`config.mk`:
```
export PLATFORM = sky130hd
export DESIGN_NAME = conv_rd_arbiter
export DESIGN_NICKNAME = d
export VERILOG_FILES = /design/src/rtl/conv_mem_pkg.sv /design/src/rtl/conv_burst_counter.sv /design/src/rtl/conv_rd_arbiter.sv
export SDC_FILE = /design/constraint.sdc
export NUM_CORES = 1
export LEC_CHECK = 0
export BUFFER_PORTS_ARGS = -buffer_cell sky130_fd_sc_hd__buf_2
export CAP_MARGIN = 15
export CORE_AREA = 2 2 117 119
export CTS_CLUSTER_SIZE = 28
export DETAILED_ROUTE_END_ITERATION = 10
export DIE_AREA = 0 0 119 121
export GPL_ROUTABILITY_DRIVEN = 0
export HOLD_SLACK_MARGIN = 0.03
export PLACE_DENSITY_LB_ADDON = 0.08
export SYNTH_ARGS = -nofsm -noshare
export SYNTH_HDL_FRONTEND = slang
export SYNTH_SLANG_ARGS = --single-unit
```
`constraint.sdc`:
```
create_clock -name clk -period 2.95 [get_ports clk]
set_input_delay 0.7375 -clock clk [delete_from_list [all_inputs] [get_ports clk]]
set_output_delay 0.7375 -clock clk [all_outputs]
set_load 0.01 [all_outputs]
```
`src/rtl/conv_mem_pkg.sv`:
```
// Shared types and register helpers for the convolution accelerator memory path.
// The REGISTER_R / REGISTER_R_CE macros expect clk and rst (sync, active-high) in scope.
`ifndef CONV_MEM_REGISTERS_SVH
`define CONV_MEM_REGISTERS_SVH
`define REGISTER_R(q_r, d_s, rst_val) \
    always_ff @(posedge clk) begin \
        if (rst) q_r <= (rst_val); \
        else     q_r <= (d_s); \
    end
`define REGISTER_R_CE(q_r, d_s, ce_s, rst_val) \
    always_ff @(posedge clk) begin \
        if (rst)       q_r <= (rst_val); \
        else if (ce_s) q_r <= (d_s); \
    end
`endif

package conv_mem_pkg;

    localparam int LEN_W = 32;

    typedef enum logic [1:0] {
        ST_IDLE = 2'd0,
        ST_ADDR = 2'd1,
        ST_DATA = 2'd2
    } arb_state_e;

    typedef enum logic {
        REQ_WT  = 1'b0,
        REQ_IFM = 1'b1
    } req_id_e;

    // Round-robin pick, returned one-hot as {ifm_win, wt_win}; a tie goes to
    // whichever requester was not served last.
    function automatic logic [1:0] rr_pick(input logic    wt_valid,
                                           input logic    ifm_valid,
                                           input req_id_e last_grant);
        logic [1:0] win;
        win = 2'b00;
        if (wt_valid && ifm_valid) begin
            if (last_grant == REQ_IFM) win = 2'b01;
            else                       win = 2'b10;
        end else begin
            win = {ifm_valid, wt_valid};
        end
        return win;
    endfunction

endpackage

```
`src/rtl/conv_burst_counter.sv`:
```
// Beat counter for one read burst: loads the burst length, counts down per
// accepted beat and flags the final beat.
module conv_burst_counter
    import conv_mem_pkg::*;
(
    input  logic             clk,
    input  logic             rst,
    input  logic             load,
    input  logic [LEN_W-1:0] load_val,
    input  logic             dec,
    output logic             last
);

    logic [LEN_W-1:0] cnt_r;
    logic [LEN_W-1:0] cnt_d_s;
    logic             cnt_ce_s;

    // Load has priority; a load and a beat never coincide in practice.
    always_comb begin
        cnt_d_s = cnt_r;
        if (load) begin
            cnt_d_s = load_val;
        end else if (dec) begin
            cnt_d_s = cnt_r - {{(LEN_W-1){1'b0}}, 1'b1};
        end else begin
            cnt_d_s = cnt_r;
        end
        cnt_ce_s = load | dec;
    end

    // Beat counter register
    `REGISTER_R_CE(cnt_r, cnt_d_s, cnt_ce_s, {LEN_W{1'b0}})

    assign last = (cnt_r == {{(LEN_W-1){1'b0}}, 1'b1});

endmodule

```
`src/rtl/conv_rd_arbiter.sv`:
```
// Round-robin arbiter sharing one burst-read memory channel between the weight
// (WT) and input-feature-map (IFM) fetchers, with per-burst beat steering.
module conv_rd_arbiter
    import conv_mem_pkg::*;
#(
    parameter int AWIDTH = 32,
    parameter int DWIDTH = 32
)
(
    input  logic              clk,
    input  logic              rst,

    input  logic              wt_req_valid,
    output logic              wt_req_ready,
    input  logic [AWIDTH-1:0] wt_req_addr,
    input  logic [LEN_W-1:0]  wt_req_len,
    output logic [DWIDTH-1:0] wt_dout,
    output logic              wt_dout_valid,
    input  logic              wt_dout_ready,
    output logic              wt_done,

    input  logic              ifm_req_valid,
    output logic              ifm_req_ready,
    input  logic [AWIDTH-1:0] ifm_req_addr,
    input  logic [LEN_W-1:0]  ifm_req_len,
    output logic [DWIDTH-1:0] ifm_dout,
    output logic              ifm_dout_valid,
    input  logic              ifm_dout_ready,
    output logic              ifm_done,

    output logic              req_read_addr_valid,
    input  logic              req_read_addr_ready,
    output logic [AWIDTH-1:0] req_read_addr,
    output logic [LEN_W-1:0]  req_read_len,
    input  logic [DWIDTH-1:0] req_read_data,
    input  logic              req_read_data_valid,
    output logic              req_read_data_ready
);

    arb_state_e        state_r;
    arb_state_e        state_d_s;
    req_id_e           grant_r;
    req_id_e           last_grant_r;
    req_id_e           last_grant_d_s;
    req_id_e           win_id_s;
    logic [AWIDTH-1:0] addr_r;
    logic [AWIDTH-1:0] sel_addr_s;
    logic [LEN_W-1:0]  len_r;
    logic [LEN_W-1:0]  sel_len_s;
    logic [1:0]        win_s;
    logic              accept_s;
    logic              zero_len_s;
    logic              last_grant_ce_s;
    logic              owner_ready_s;
    logic              addr_fire_s;
    logic              data_fire_s;
    logic              cnt_last_s;
    logic              burst_end_s;

    // Winner selection; only IDLE accepts new requests
    always_comb begin
        win_s = 2'b00;
        if (state_r == ST_IDLE) begin
            win_s = rr_pick(wt_req_valid, ifm_req_valid, last_grant_r);
        end else begin
            win_s = 2'b00;
        end
        accept_s = |win_s;
        if (win_s[1]) begin
            win_id_s   = REQ_IFM;
            sel_addr_s = ifm_req_addr;
            sel_len_s  = ifm_req_len;
        end else begin
            win_id_s   = REQ_WT;
            sel_addr_s = wt_req_addr;
            sel_len_s  = wt_req_len;
        end
        zero_len_s = accept_s && (sel_len_s == {LEN_W{1'b0}});
    end

    // Handshake decode for the address and data phases
    always_comb begin
        owner_ready_s = (grant_r == REQ_IFM) ? ifm_dout_ready : wt_dout_ready;
        addr_fire_s   = (state_r == ST_ADDR) && req_read_addr_ready;
        data_fire_s   = (state_r == ST_DATA) && req_read_data_valid && owner_ready_s;
        burst_end_s   = data_fire_s && cnt_last_s;
    end

    // Next-state logic; zero-length bursts complete without leaving IDLE
    always_comb begin
        state_d_s = state_r;
        case (state_r)
            ST_IDLE: begin
                if (accept_s && !zero_len_s) state_d_s = ST_ADDR;
                else                         state_d_s = ST_IDLE;
            end
            ST_ADDR: begin
                if (addr_fire_s) state_d_s = ST_DATA;
                else             state_d_s = ST_ADDR;
            end
            ST_DATA: begin
                if (burst_end_s) state_d_s = ST_IDLE;
                else             state_d_s = ST_DATA;
            end
            default: state_d_s = ST_IDLE;
        endcase
        last_grant_ce_s = zero_len_s | burst_end_s;
        if (zero_len_s) last_grant_d_s = win_id_s;
        else            last_grant_d_s = grant_r;
    end

    // Output decode; beats are only taken from memory during DATA
    always_comb begin
        wt_req_ready        = win_s[0];
        ifm_req_ready       = win_s[1];
        req_read_addr_valid = (state_r == ST_ADDR);
        req_read_addr       = addr_r;
        req_read_len        = len_r;
        req_read_data_ready = (state_r == ST_DATA) && owner_ready_s;
        wt_dout             = req_read_data;
        ifm_dout            = req_read_data;
        wt_dout_valid       = (state_r == ST_DATA) && (grant_r == REQ_WT) && req_read_data_valid;
        ifm_dout_valid      = (state_r == ST_DATA) && (grant_r == REQ_IFM) && req_read_data_valid;
        wt_done             = (zero_len_s && win_s[0]) || (burst_end_s && (grant_r == REQ_WT));
        ifm_done            = (zero_len_s && win_s[1]) || (burst_end_s && (grant_r == REQ_IFM));
    end

    // FSM state register
    `REGISTER_R(state_r, state_d_s, ST_IDLE)
    // Current burst owner
    `REGISTER_R_CE(grant_r, win_id_s, accept_s, REQ_WT)
    // Last completed owner; reset to IFM so WT wins the first tie
    `REGISTER_R_CE(last_grant_r, last_grant_d_s, last_grant_ce_s, REQ_IFM)
    // Latched burst address
    `REGISTER_R_CE(addr_r, sel_addr_s, accept_s, {AWIDTH{1'b0}})
    // Latched burst length
    `REGISTER_R_CE(len_r, sel_len_s, accept_s, {LEN_W{1'b0}})

    conv_burst_counter u_cnt (
        .clk      (clk),
        .rst      (rst),
        .load     (addr_fire_s),
        .load_val (len_r),
        .dec      (data_fire_s),
        .last     (cnt_last_s)
    );

endmodule

```
# After elaboration in Yosys (flattened, before gate mapping)
# Index checks and enable logic that the tools add are counted.
[op_classes]
add_sub_neg = 1
eq_ne = 3
n_mux = 14
n_bitwise = 3
n_reduce_logical = 24
[ops]
columns = ["op", "count"]
rows = [
  ["32-bit 2-to-1 mux", 4],
  ["32-bit by 1-bit == test with 1-bit output (second input constant)", 1],
  ["32-bit logical NOT", 1],
  ["32-bit by 1-bit subtractor with 32-bit output (second input constant)", 1],
  ["1-bit logical AND", 16],
  ["2-bit 2-to-1 mux", 5],
  ["2-bit one-hot mux with 3 select lines", 1],
  ["1-bit 2-to-1 mux", 4],
  ["2-bit by 1-bit == test with 1-bit output (second input constant)", 1],
  ["2-bit == test (second input constant)", 1],
  ["2-bit logical NOT", 1],
  ["1-bit logical OR", 2],
  ["1-bit bitwise OR", 2],
  ["2-bit AND reduction", 1],
  ["2-bit nonzero test", 1],
  ["2-bit OR reduction", 1],
  ["1-bit logical NOT", 1],
  ["1-bit inverter", 1],
]
[word_totals]
register_bits = 100
inputBits = 168
output_inout_bits = 136
elab_cells = 51

# Depth between registers and ports, before layout
[logic_depth]
word_depth = 10
depth_mapped = 7
mapped_depth_nobuf = 7

# Hierarchy
# Synthesis repeated with hierarchy kept, for this count alone.
[unflattened]
cells_unflattened = 725
hier_area_um2 = 5853.1
[by_module_without_submodules]
columns = ["module", "instances", "cells_each", "area_each_um2", "seq_area_each_um2"]
rows = [
  ["conv_rd_arbiter", 1, 483, 3878.7, 1361.3],
  ["conv_burst_counter", 1, 242, 1974.4, 640.6],
]

# Least setup slack after synthesis
# OpenSTA, ideal clock, no wires.
[synth_path]
path_type = "reg2out"
startpoint = "register u_cnt.cnt_r[10]"
endpoint = "output port wt_done"
t_arrival_ns = 1.763
t_required_ns = 2.213
setup_slack_ns = 0.450
stages_incl_launch_ff = 5
n_path_buf = 0
cell_sequence = "dfxtp_1 > or4_4 > nor4_4 > nand3_2 > o31ai_1"
[synth_via]
elab_chain_cells = 4
[synth_lines]
columns = ["item", "line_no", "source"]
rows = [
  ["from (decl)", "conv_burst_counter.sv:14", "logic [LEN_W-1:0] cnt_r;"],
  ["32-bit by 1-bit == test with 1-bit output", "conv_burst_counter.sv:34", "assign last = (cnt_r == {{(LEN_W-1){1'b0}}, 1'b1});"],
  ["1-bit logical AND", "conv_rd_arbiter.sv:86", "burst_end_s = data_fire_s && cnt_last_s;"],
  ["1-bit logical AND", "conv_rd_arbiter.sv:124", "wt_done = (zero_len_s && win_s[0]) || (burst_end_s && (grant_r == REQ_WT));"],
  ["1-bit logical OR", "conv_rd_arbiter.sv:124", ""],
  ["to (decl)", "conv_rd_arbiter.sv:20", "output logic wt_done,"],
]
# No other way between the ends.

# Final worst setup path
[layout_path]
startpoint = "register u_cnt.cnt_r[17]"
endpoint = "output port wt_done"
# The elaborated chain is that of the path after synthesis.

==> flow_summary.yaml <==
clocking:
  htreeDepth: 3
  clkTransAtPathRegs_ps: 70
  cts_root_buffer: "clkbuf_16"
  insertion_delay_ps: 350
  cts_tree: "done"
  clockBufferDepth: 2
  cts-buffers-inserted: 9
  clkSinkCount: 100
  hold_buffers: 0
floorplan:
  fp.dieH_um: 121
  die_x_um: 119
  initial_utilization_pct: 42.0
  num_io_pins: 304
  row_count: 42
  die-area_mm2: 0.0144
  core_area_mm2: 0.0131
logic_synthesis:
  synth-seq-cells: 100
  synth-warning-count: 0
  yosysUniqueCellTypes: 55
  yosysSeqAreaShare_pct: 36.4
  synth_nets: 884
  syn_area_mm2: 0.00550
  ys.flop_type: "dfxtp_1"
  syn_inst: 714
  synthArstFlopShare_pct: 0
  syn_avg_cell_area_um2: 7.70
  synth_enable_flop_cells: 0
sta:
  setup_ws_ps: 37.6
  clock_skew_ps: 5.34
  final-hold-violation-count: 0
  worstMarginPinSlew_ps: 704
  setup_viol: 0
  slew-limit-headroom_pct: 53.1
  finalCritPeriodShare_pct: 98.7
  finalCriticalPeriod_ps: 2910
  rsz0062_at_grt: "true"
  drv_slew: 0
  max_freq_mhz: 343
run:
  cap_violations: 0
critical_path:
  crit_chain: "or4_4 -> nor4_4 -> nand3_2 -> o31ai_2 -> buf_2"
  crit_arrival_ps: 2170
  critPathLaunchType: "register"
  cpPeakStageDelay_ps: 590
  critPathMaxFanout: 7
  setup.worst_path.end_class: "primary output"
  path_class: "reg2out"
  crit_buf_inv: 1
  critPathRequiredTime_ps: 2210
  slowest_stage: "or4_4"
  path_delay_family: "simple AND/OR/NAND/NOR gates"
place:
  dp_hpwl_um: 14200
  dp_cells: 1009
  io_buffers: 207
  preCtsSetupSlack_ps: -194
global_route:
  grt_pass1_vias: 5472
  antenna_found_initial: 4
  track_usage_pct: 25.3
  gr-total-overflow: 0
  grt_first_pass_wirelength_um: 28800
  grt_max_degree: 129
finish:
  drive_above_1_share_pct: 32.4
  syn_to_final_growth_pct: 20.9
  layout.nets: 1017
  mostFrequentLayoutCells: "buf_2, nand2_1, dfxtp_1, nor2_1, a311oi_1"
  stdcell_count: 1031
  layout_commonest_cell: "buf_2"
routing:
  drt-pass1-iter-count: 5
  vias: 5761
  drt_wl_total_um: 18800
  drt_iter0_markers: 403
  detail_route.wl_per_cell_um: 18.2
  drc: 0
  drtAntennaViolNets: 0
  via_per_inst: 5.59
power:
  irDropWorstVdd_uv: 331
  p_leak_nw: 2.92
  power_density_mw_per_mm2: 575
run_status:
  status: "finished clean"
worst_hold_path:
  holdCritPathClass: "reg2reg"
==> synth_stat cells, types with 3 or more instances <==
library cell	count	area (um2)
nand2_1	156	586
buf_4	65	488
nand3_1	7	35.0
or3_1	11	68.8
a311oi_1	64	561
nor2_1	89	334
nand3b_1	3	22.5
inv_1	7	26.3
clkbuf_1	36	135
buf_1	7	26.3
nor3_1	13	65.1
o311ai_0	5	43.8
or2_2	4	25.0
a31oi_1	13	81.3
a21oi_1	12	60.1
nand4_1	6	37.5
mux2_2	3	33.8
or4_1	8	60.1
xnor2_1	4	35.0
o21ai_0	12	60.1
dfxtp_1	100	2000
nor4_1	23	144
nand2b_1	5	31.3
a211oi_1	5	37.5
o211ai_1	10	75.1
a221oi_1	5	43.8
==> power by group <==
group / switching, mW / internal (mW)
clock network: 0.542 / 0.659
logic: 0.584 / 0.416
registers: 0.129 / 1.49
total: 1.26 / 2.57
==> worst register-to-register path, stage by stage (launching register included) <==
cell and delay [ps]:
dfxtp_1 370, or4_4 590, nor4_4 240, nand3_2 180
buf_4 180, buf_4 140, or4_1 500, a31oi_1 180
==> per-layer routing <==
metal	share of wire (%)	wire length (um)	up-vias	GRT usage, %
met1	40	7550	2707	30.5
li1	-	-	2791	-
met4	2.0	374	2	7.74
met3	8.6	1610	22	9.40
met2	49	9230	239	42.2
met5	0.059	11	-	0
==> flip-flops by register name, indices dropped and copies added, names as in the netlist <==
register       flops
req_read_addr     32
req_read_len      32
u_cnt.cnt_r       32
state_r            2
grant_r            1
last_grant_r       1
==> layout make-up <==
class                           instances  area [um2]
Fill cell                            1352        6440
Multi-Input combinational cell        495        2840
Sequential cell                       100        2000
Timing Repair Buffer                  234        1250
Clock buffer                           10         229
Tap cell                              176         220
Clock inverter                          6        65.1
Inverter                                7        26.3
Antenna cell                            3        7.51
==> cells by family after synthesis <==
kind of cell             after synthesis  share of synthesized area, %
AND/OR/NAND/NOR                      340                          28.2
AO/OA/AOI/OAI                        143                          20.2
buffers and inverters                119                          12.9
flip-flops                           100                          36.4
XOR/XNOR                               5                         0.797
multiplexers                           5                         0.979
adder cells (fa/ha/maj)                2                         0.455
==> path summary, 6_finish.rpt <==
check	slack [ps]	cells after the start	from	end
hold / removal	480	2	u_cnt.cnt_r[7]$_SDFFE_PP0P_	u_cnt.cnt_r[7]$_SDFFE_PP0P_
setup / recovery	40	5	u_cnt.cnt_r[17]$_SDFFE_PP0P_	wt_done
setup reg to reg	500	7	u_cnt.cnt_r[17]$_SDFFE_PP0P_	u_cnt.cnt_r[27]$_SDFFE_PP0P_
hold reg to reg	480	2	u_cnt.cnt_r[7]$_SDFFE_PP0P_	u_cnt.cnt_r[7]$_SDFFE_PP0P_
==> per-stage QoR <==
step | area, um2 | hold WS (ps) | TNS (ps) | utilization (%) | total power [mW]
6_report | 6650 | 478 | 0 | 50.8 | 3.82
3_3_place_gp | 6280 | 456 | -383 | 48.0 | 2.61
2_1_floorplan | 5500 | 441 | 0 | - | 2.28
5_1_grt | 6640 | 515 | -115 | 50.8 | 4.02
4_1_cts | 6600 | 482 | 0 | 50.5 | 3.83
3_5_place_dp | 6280 | 474 | -347 | 48.0 | 2.63
==> repair_timing <==
| item | 4_1_cts | 5_1_grt |
|---|---|---|
| buffers inserted | 0 | 3 |
| gates resized for setup | 6 | 3 |
| endpoints found under the setup margin | 2 | 2 |
| pin swaps | 0 | 1 |
No activity file was read; power rests on OpenSTA's default activity.
